--- config.mk ---
export PLATFORM = sky130hd
export DESIGN_NAME = dds_step_estimator
export DESIGN_NICKNAME = d
export VERILOG_FILES = /design/src/rtl/dds_pkg.sv /design/src/rtl/dds_restoring_div.sv /design/src/rtl/dds_step_estimator.sv
export SDC_FILE = /design/constraint.sdc
export NUM_CORES = 1
export LEC_CHECK = 0
export CELL_PAD_IN_SITES_DETAIL_PLACEMENT = 0
export CELL_PAD_IN_SITES_GLOBAL_PLACEMENT = 1
export CORE_MARGIN = 2
export CORE_UTILIZATION = 49
export CTS_BUF_LIST = sky130_fd_sc_hd__clkbuf_4 sky130_fd_sc_hd__clkbuf_8
export DETAILED_ROUTE_END_ITERATION = 10
export PLACE_DENSITY = 0.82
export SETUP_SLACK_MARGIN = 0.3
export SLEW_MARGIN = 0
export SYNTH_ARGS = -nofsm -noshare
export SYNTH_HDL_FRONTEND = slang
export SYNTH_HIERARCHICAL = 1
export SYNTH_SLANG_ARGS = --single-unit
--- constraint.sdc ---
create_clock -name clk -period 7.75 [get_ports clk]
set_clock_uncertainty 0.2 [all_clocks]
set_input_delay 1.55 -clock clk [delete_from_list [all_inputs] [get_ports clk]]
set_output_delay 1.55 -clock clk [all_outputs]
set_load 0.01 [all_outputs]
--- src/rtl/dds_pkg.sv ---
// Shared widths, FSM state encoding and saturation constant for the DDS
// step estimator and its divider.
package dds_pkg;
    localparam int STEP_W   = 32;
    localparam int SAMPLE_W = 16;

    localparam logic [STEP_W-1:0] STEP_SAT = 32'hFFFF_FFFF;

    typedef enum logic [1:0] {
        SEEK,
        COUNT,
        DIV,
        DONE
    } state_t;
endpackage

--- src/rtl/dds_restoring_div.sv ---
// Sequential restoring divider: one quotient bit per clock, DVD_W bits in total.
// The first bit is resolved on the start edge, so done rises DVD_W-1 cycles later.
module dds_restoring_div #(
    parameter int DVD_W = 33,
    parameter int DVS_W = 32
) (
    input  logic             clk,
    input  logic             reset,
    input  logic             start,
    input  logic [DVD_W-1:0] dividend,
    input  logic [DVS_W-1:0] divisor,
    output logic             done,
    output logic [DVD_W-1:0] quotient
);
    localparam int ITERS = DVD_W;
    localparam int CNT_W = $clog2(ITERS + 1);

    logic             run;
    logic [CNT_W-1:0] iter_left;
    logic [DVS_W-1:0] rem_p;
    logic [DVS_W-1:0] dvs_p;
    logic [DVD_W-1:0] dvd_sh;
    logic [DVD_W-1:0] quo;
    logic [DVS_W:0]   first_step;
    logic [DVS_W:0]   next_step;

    // Returns {quotient_bit, new_remainder}; the remainder always stays below the divisor.
    function automatic logic [DVS_W:0] rs_step(input logic [DVS_W-1:0] rem,
                                               input logic             bit_in,
                                               input logic [DVS_W-1:0] dvs);
        logic [DVS_W:0] part;
        logic [DVS_W:0] diff;
        part = {rem, bit_in};
        diff = part - {1'b0, dvs};
        if (part >= {1'b0, dvs})
            rs_step = {1'b1, diff[DVS_W-1:0]};
        else
            rs_step = {1'b0, part[DVS_W-1:0]};
    endfunction

    assign first_step = rs_step('0, dividend[DVD_W-1], divisor);
    assign next_step  = rs_step(rem_p, dvd_sh[DVD_W-1], dvs_p);

    always_ff @(posedge clk) begin
        if (!reset) begin
            run       <= 1'b0;
            iter_left <= '0;
        end else if (start) begin
            run       <= 1'b1;
            iter_left <= CNT_W'(ITERS - 1);
        end else if (run) begin
            if (iter_left == '0)
                run <= 1'b0;
            else
                iter_left <= iter_left - 1'b1;
        end
    end

    always_ff @(posedge clk) begin
        if (start) begin
            rem_p  <= first_step[DVS_W-1:0];
            quo    <= {{(DVD_W-1){1'b0}}, first_step[DVS_W]};
            dvd_sh <= dividend << 1;
            dvs_p  <= divisor;
        end else if (run && iter_left != '0) begin
            rem_p  <= next_step[DVS_W-1:0];
            quo    <= {quo[DVD_W-2:0], next_step[DVS_W]};
            dvd_sh <= dvd_sh << 1;
        end
    end

    assign done     = run && (iter_left == '0);
    assign quotient = quo;
endmodule

--- src/rtl/dds_step_estimator.sv ---
// Measures the period of an offset-binary waveform with a hysteresis comparator
// and converts it to a 32-bit DDS tuning word, Step = 2^32 / period.
module dds_step_estimator import dds_pkg::*; #(
    parameter logic [15:0] MIDPOINT = 16'h8000,
    parameter logic [15:0] HYST     = 16'h0400,
    parameter int          AVG_LOG2 = 0,
    parameter logic [31:0] TIMEOUT  = 32'd50_000_000
) (
    input  logic                clk,
    input  logic                reset,
    input  logic [SAMPLE_W-1:0] sample_in,
    input  logic                sample_valid,
    output logic [STEP_W-1:0]   step_out,
    output logic                step_valid,
    output logic                no_signal,
    output logic                busy
);
    localparam int DVD_W = STEP_W + 1 + AVG_LOG2;
    localparam int PER_W = AVG_LOG2 + 1;
    localparam int NAVG  = 1 << AVG_LOG2;

    localparam logic [16:0]         HI_SUM = {1'b0, MIDPOINT} + {1'b0, HYST};
    localparam logic [SAMPLE_W-1:0] HI_THR = HI_SUM[16] ? 16'hFFFF : HI_SUM[15:0];
    localparam logic [SAMPLE_W-1:0] LO_THR = (MIDPOINT >= HYST) ? (MIDPOINT - HYST) : 16'h0000;

    state_t             state;
    state_t             state_nxt;
    logic               lvl;
    logic               lvl_known;
    logic               evt_p1;
    logic               vld_p1;
    logic [STEP_W-1:0]  cnt;
    logic [STEP_W-1:0]  cnt_nxt;
    logic [PER_W-1:0]   per;
    logic [PER_W-1:0]   per_nxt;
    logic               cnt_clr;
    logic               cnt_inc;
    logic               per_inc;
    logic               div_start;
    logic               div_done;
    logic               timeout_hit;
    logic               result_ld;
    logic               above_hi;
    logic               below_lo;
    logic [DVD_W-1:0]   quotient;
    logic [DVD_W-1:0]   dividend;

    function automatic logic [STEP_W-1:0] sat_step(input logic [DVD_W-1:0] q);
        logic [STEP_W-1:0] r;
        r = q[STEP_W-1:0];
        if (|q[DVD_W-1:STEP_W])
            r = STEP_SAT;
        return r;
    endfunction

    assign above_hi = (sample_in >= HI_THR);
    assign below_lo = (sample_in <= LO_THR);
    assign cnt_nxt  = cnt + 1'b1;
    assign per_nxt  = per + 1'b1;
    assign dividend = {1'b1, {(DVD_W-1){1'b0}}};
    assign busy     = (state == DIV);

    // Stage p1: comparator and registered rising-event detect
    always_ff @(posedge clk) begin
        if (!reset) begin
            lvl       <= 1'b0;
            lvl_known <= 1'b0;
            evt_p1    <= 1'b0;
            vld_p1    <= 1'b0;
        end else begin
            vld_p1 <= sample_valid;
            evt_p1 <= sample_valid && lvl_known && !lvl && above_hi;
            if (sample_valid) begin
                if (above_hi) begin
                    lvl       <= 1'b1;
                    lvl_known <= 1'b1;
                end else if (below_lo) begin
                    lvl       <= 1'b0;
                    lvl_known <= 1'b1;
                end
            end
        end
    end

    always_ff @(posedge clk) begin
        if (!reset)
            state <= SEEK;
        else
            state <= state_nxt;
    end

    always_comb begin
        state_nxt   = state;
        cnt_clr     = 1'b0;
        cnt_inc     = 1'b0;
        per_inc     = 1'b0;
        div_start   = 1'b0;
        timeout_hit = 1'b0;
        result_ld   = 1'b0;
        case (state)
            SEEK: begin
                if (evt_p1) begin
                    cnt_clr   = 1'b1;
                    state_nxt = COUNT;
                end
            end
            COUNT: begin
                if (vld_p1) begin
                    cnt_inc = 1'b1;
                    per_inc = evt_p1;
                    // A timeout wins over a final event on the same sample.
                    if (cnt_nxt == TIMEOUT) begin
                        timeout_hit = 1'b1;
                        state_nxt   = SEEK;
                    end else if (evt_p1 && per_nxt == PER_W'(NAVG)) begin
                        div_start = 1'b1;
                        state_nxt = DIV;
                    end
                end
            end
            DIV: begin
                if (div_done) begin
                    result_ld = 1'b1;
                    state_nxt = DONE;
                end
            end
            DONE:    state_nxt = SEEK;
            default: state_nxt = SEEK;
        endcase
    end

    always_ff @(posedge clk) begin
        if (!reset) begin
            cnt        <= '0;
            per        <= '0;
            step_out   <= '0;
            step_valid <= 1'b0;
            no_signal  <= 1'b0;
        end else begin
            step_valid <= 1'b0;
            if (cnt_clr) begin
                cnt <= '0;
                per <= '0;
            end else begin
                if (cnt_inc)
                    cnt <= cnt_nxt;
                if (per_inc)
                    per <= per_nxt;
            end
            if (timeout_hit) begin
                step_out   <= '0;
                no_signal  <= 1'b1;
                step_valid <= 1'b1;
            end
            if (result_ld) begin
                step_out   <= sat_step(quotient);
                no_signal  <= 1'b0;
                step_valid <= 1'b1;
            end
        end
    end

    dds_restoring_div #(
        .DVD_W(DVD_W),
        .DVS_W(STEP_W)
    ) u_div (
        .clk     (clk),
        .reset   (reset),
        .start   (div_start),
        .dividend(dividend),
        .divisor (cnt_nxt),
        .done    (div_done),
        .quotient(quotient)
    );
endmodule

=== Word-level counts from Yosys, hierarchy flattened ===
Index checks and enable logic that the tools add are counted.

* Register bits after elaboration: 177
* Latch bits: 0
* Bits in writable memories: 0
* Memory bits (read-only): 0
* Input bits: 19
* Output and inout bits: 35
* Logic and storage cells: 100
* Memories: 0

* $add $sub $neg: 5
* Multipliers: 0
* Divide/modulo/power cells: 0
* $lt $le $gt $ge: 4
* Eq/ne operators: 9
* Shift-type cells: 0
* Muxes and demuxes: 42
* Bitwise gates (word level): 2
* Reductions and logical operators: 21

{| class="wikitable"
|+ Operators with widths
! operator !! number
|-
| two-way mux 32 bit || 5
|-
| two-way mux 33 bit || 2
|-
| greater-or-equal comparator 33 x 32 -> 1 bit || 1
|-
| adder 32 x 1 -> 32 bit (second input constant) || 1
|-
| equality test 32 x 26 -> 1 bit (second input constant) || 1
|-
| greater-or-equal comparator 1 x 32 -> 1 bit (first input constant) || 1
|-
| subtractor 1 x 32 -> 32 bit (first input constant) || 1
|-
| subtractor 32 bit || 1
|-
| two-way mux 1 bit || 26
|-
| two-way mux 6 bit || 3
|-
| greater-or-equal comparator 16 bit (second input constant) || 1
|-
| <= comparator 16 x 15 -> 1 bit (second input constant) || 1
|-
| two-way mux 2 bit || 5
|-
| case mux 2 bit (4 select lines) || 1
|-
| nonzero test 2 bit || 4
|-
| logical AND 1 bit || 6
|-
| logical NOT 6 bit || 1
|-
| != test 2 bit (second input constant) || 3
|-
| AND reduction 2 bit || 3
|-
| nonzero test 6 bit || 1
|-
| OR reduction 2 bit || 3
|-
| subtractor 6 x 1 -> 6 bit (second input constant) || 1
|-
| equality test 2 bit (second input constant) || 2
|-
| AND reduction 4 bit || 1
|-
| 7 further kinds || 8
|}

=== Depth between registers and ports, before layout ===
* Word-level depth: 8
* Depth in mapped cells: 15

=== Hierarchy ===
The synthesis kept the hierarchy.

{| class="wikitable"
|+ Modules (own cells, without submodules)
! module !! instances !! cells an instance !! area each (µm²)
|-
| dds_restoring_div || 1 || 702 || 7395.8
|-
| dds_step_estimator || 1 || 562 || 4250.3
|}

=== Least setup slack after synthesis ===
OpenSTA, ideal clock, no wires.

* Path kind: reg-to-reg
* Start point: reg cnt[4]
* End point: reg, netlist name u_div/dvd_sh[10]
* Setup time: 0.425 ns
* Data arrival time: 5.512 ns
* Path slack: 1.613 ns
* Stages on the path, launching flop included: 14
* Buffers on the path: 4
* Clock period less this slack: 6.137 ns
* Cells stage by stage: dfxtp_1 -> buf_6 -> and4_1 -> buf_4 -> nand4_4 -> clkbuf_1 -> nor4_1 -> a211oi_1 -> o22ai_1 -> nor3_1 -> nor2_1 -> inv_1 -> buf_1 -> nand2_1

{| class="wikitable"
|+ RTL lines
! element !! line !! RTL
|-
| start: declaration || dds_step_estimator.sv:32 || <nowiki>logic [STEP_W-1:0] cnt;</nowiki>
|-
| start signal: assignment || dds_step_estimator.sv:146 || <nowiki>cnt <= cnt_nxt;</nowiki>
|}

=== Final worst setup path ===
* Start point: reg cnt[0]
* End point: reg u_div.rem_p[3] (enable)

* Cells in the longest elaborated chain, start to end: 6

{| class="wikitable"
|+ Ends and longest elaborated chain
! element !! line !! RTL
|-
| adder 32 x 1 -> 32 bit || dds_step_estimator.sv:58 || <nowiki>assign cnt_nxt = cnt + 1'b1;</nowiki>
|-
| equality test 32 x 26 -> 1 bit || dds_step_estimator.sv:112 || <nowiki>if (cnt_nxt == TIMEOUT) begin</nowiki>
|-
| two-way mux 1 bit || dds_step_estimator.sv:112 ||
|-
| two-way mux 1 bit || dds_step_estimator.sv:108 || <nowiki>if (vld_p1) begin</nowiki>
|-
| two-way mux 1 bit || dds_step_estimator.sv:100 || <nowiki>case (state)</nowiki>
|-
| via div_start || dds_step_estimator.sv:39 || <nowiki>logic div_start;</nowiki>
|-
| nonzero test 2 bit (no line) || n/a ||
|-
| end signal: assignment || dds_restoring_div.sv:61 || <nowiki>rem_p <= first_step[DVS_W-1:0];</nowiki>
|-
| end signal: assignment || dds_restoring_div.sv:66 || <nowiki>rem_p <= next_step[DVS_W-1:0];</nowiki>
|-
| end: declaration || dds_restoring_div.sv:20 || <nowiki>logic [DVS_W-1:0] rem_p;</nowiki>
|}

The timed path passes the listed nets, and every way through them passes these cells.
A chain may end at the register's enable or synchronous reset.

==> impl_results.md <==
- WL met1: 12,700 µm
- VDD IR max: roughly 0.00011 V
- Syn Std Cell Area: between 10,000 and 15,000 µm²
- Cell Count, Final, Fillers Out: between 1,500 and 2,000
- Largest area contributor in the netlist: edfxtp_1
- Vias: 9,128
- Via/cell ratio: around 5.5
- I/O pin cnt: 54
- Fin Hold WS: 225 ps
- YS warnings: 6
- TritonCTS clock tree: yes
- Layout cells sized above 1: 0.129
- Final critical-path required period: between 5000 and 6000 ps
- Area Growth Syn to Fin: 14.0%
- Gr usage total: 0.210
- Die area: 25,000 µm²
- Max-cap violation count: 0
- Worst path required time: 7720 ps
- Die Ht: about 160 µm
- Gpl congestion: just over 0.9
- Worst setup SP type: flop
- Leak Pwr: approximately 5 nW
- Chip width: approximately 160 µm
- Final hold violation count: 0
- Register area share after synthesis: 0.443
- DR pass1 iterations: 5
- Post-DP HPWL: roughly 18,000 µm
- Placed cells: roughly 1,600
- Post-synthesis register bit count: around 210
- # DRC: 0
- Async S/R FF share, synth: 0
- Worst-Skew Late Latency: ~540 ps
- Final Cycle Share: 0.766
- Setup TNS: 0 ps
- Final WL: ~26,000 µm
- Finished Cell Area: 13,300 µm²
- Unrepaired setup endpoints after global routing: no
- Highest Clock Rate: around 170 MHz
- Post-CTS sizing: 0
- Longest Clk Path Bufs: 3
- Postcts setup bufs: 0
- NumNets Final: 1,381
- Slew Limit Fails: 0
- H-tree depth: 2
- IO Port Bufs: 53
- Crit-path cells: ha_1 -> nand4_1 -> nor3_1 -> nand4_1 -> nor3b_1 -> o22ai_1 -> nor3_1 -> nor2_4 -> inv_1 -> nand2_2 -> buf_4
- Worst Path Max Fanout: 39
- CTS Sinks: 209
- Met3 Routed Length: around 1400 µm
- Pwr per Cell Area: 177 nW/µm²
- Clock transition at the registers of the reported paths: 70 ps
- Path type of the worst setup path: flop to flop
- Placed Area: around 12,000 µm²
- Hold WC Path Type: flop to flop
- ANT nets after route: 0
- Gate Count Post-Synth: roughly 1,300
- Pin count of the biggest net entering global routing: between 90 and 100
- CP arrival: 5910 ps
- Antenna fix cells: 0
- Synth area leaders: edfxtp_1, dfxtp_1, a21oi_1
- Core area: 23,400 µm²
- Fillers: between 2,000 and 2,500
- CP max stage cell: nand2_2
- Num rows: 56
- DR WL/cell: between 15 and 20 µm
- Number of global-route vias before repair: approximately 8,400
- Initial antenna violation count: 0
- Layout Utilization: 0.567
- Synth unique cells: 78
- Slew margin rel.: 0.185
- Hold buffers post-CTS: 0
- DR top layer: met4
- 1st-iter DRT viols: between 600 and 700
- Grt ovf: 0
- EDFF count, synth: 97
- Pin slew with the least headroom to its limit: roughly 1200 ps
- Met2 WL: ~11,000 µm
- Ys flop type: dfxtp_1
- Num CTS Buffers: 37
- Critical path capture point type: flop
- Syn avg cell area: just over 9 µm²
- Starting Density: 0.498
- Setup Viol. Count Final: 0
- Status: complete, no violations
- Root Driver: clkbuf_8
- First-pass GRT wire length: 42,200 µm
- CP max stage delay: just under 800 ps
- Yosys top cell area share: 0.250
## path summary, 6_finish.rpt
| path | startpoint | end | slack [ps] | depth (start not counted) |
|---|---|---|---|---|
| setup / recovery | cnt[0] | u_div/rem_p[3] | 1820 | 11 |
| hold / removal | lvl | evt_p1 | 220 | 1 |
| setup reg to reg | cnt[0] | u_div/rem_p[3] | 1820 | 11 |
| hold reg to reg | lvl | evt_p1 | 220 | 1 |
## per-layer routing
| metal | vias to the layer above | global-route usage |
|---|---|---|
| li1 | 4570 | - |
| met1 | 4262 | 0.300 |
| met2 | 246 | 0.322 |
| met3 | 50 | 0.0394 |
| met4 | 0 | 0.0682 |
| met5 | - | 0 |
## state kept, by name, indices dropped and copies added (netlist names), named ones only
name             flops
u_div/quotient      33
step_valid           1
u_div/run            1
lvl                  1
u_div/rem_p         32
state                1
vld_p1               1
u_div/iter_left      6
lvl_known            1
cnt                 32
u_div/dvs_p         32
step_out            32
u_div/dvd_sh        32
per                  1
no_signal            1
evt_p1               1
## synthesized netlist by cell type, types with 5 or more instances
library cell	instances
a21oi_1	116
or4_1	5
and3_1	20
nand3_1	24
dfxtp_1	112
nor4_1	26
buf_1	5
or2_2	9
ha_1	38
nor2_2	30
or3_1	14
nor2b_1	8
nor3_1	13
edfxtp_1	97
clkbuf_1	45
mux2i_1	27
xor2_1	35
o21ai_0	43
o21a_1	7
nand4_1	24
nand2_1	134
nor2_1	128
o21ai_1	16
xnor2_1	44
o21bai_1	6
buf_6	8
o211ai_1	7
a31oi_1	12
and2_1	9
mux2_2	32
inv_1	59
a211o_1	7
buf_2	12
and4_1	5
a211oi_1	5
a21o_1	13
## critical path: cells and delay by family, from the launching register on
kind | cells | cell delay, ps
simple gates | 7 | 2840
buf+inv | 2 | 930
fa+ha+maj | 1 | 610
flops | 1 | 540
compound gates | 1 | 430
## stage by stage
step | total power, mW | setup WS [ps]
finish | 2.35 | 1820
global route | 2.44 | 1220
CTS | 2.38 | 1830
detailed placement | 1.20 | 1820
global placement | 1.20 | 2050
floorplan | 1.18 | 1610
## cell type report
type | instances | area, µm² | share of cell area
Sequential cell | 209 | 5150 | 0.388
Clock inverter | 9 | 155 | 0.0117
Inverter | 59 | 221 | 0.0167
Clock buffer | 58 | 711 | 0.0535
Tap cell | 319 | 399 | 0.0301
Timing Repair Buffer | 63 | 606 | 0.0456
Multi-Input combinational cell | 953 | 6030 | 0.454
## where the power goes
part | internal [mW] | switching [mW] | total, mW
sequential | 1.15 | 0.000908 | 1.15
clock | 0.721 | 0.457 | 1.18
combinational | 0.0128 | 0.0145 | 0.0274
total | 1.88 | 0.472 | 2.35
## placed cells by master, fill, tap and decap left out, drive strengths merged, types with 8 or more instances in the layout
master and instances:
nand4 25, nand2 135, clkdlybuf4s50 53, nor3 13
dfxtp 112, nor2 158, mux2i 27, edfxtp 97
conb 33, a21oi 119, xor2 35, and2 9
buf 10, o21ai 62, clkbuf 58, o21a 8
or2 10, and3 20, or4 8, xnor2 44
nor2b 8, or3 14, inv 61, a31oi 14
nand3 25, a21o 13, mux2 32, nor4 28
ha 38
## cell families after synthesis
kind of cell | count (synthesis) | share of synthesized area
AND/OR/NAND/NOR | 469 | 0.199
AO/OA/AOI/OAI | 274 | 0.151
flip-flops | 209 | 0.443
buffers and inverters | 133 | 0.0506
XOR/XNOR | 79 | 0.0594
multiplexers | 59 | 0.0541
adder cells (fa/ha/maj) | 39 | 0.0425
other | 2 | 0.000645
Power figures use the tool's default switching activity.
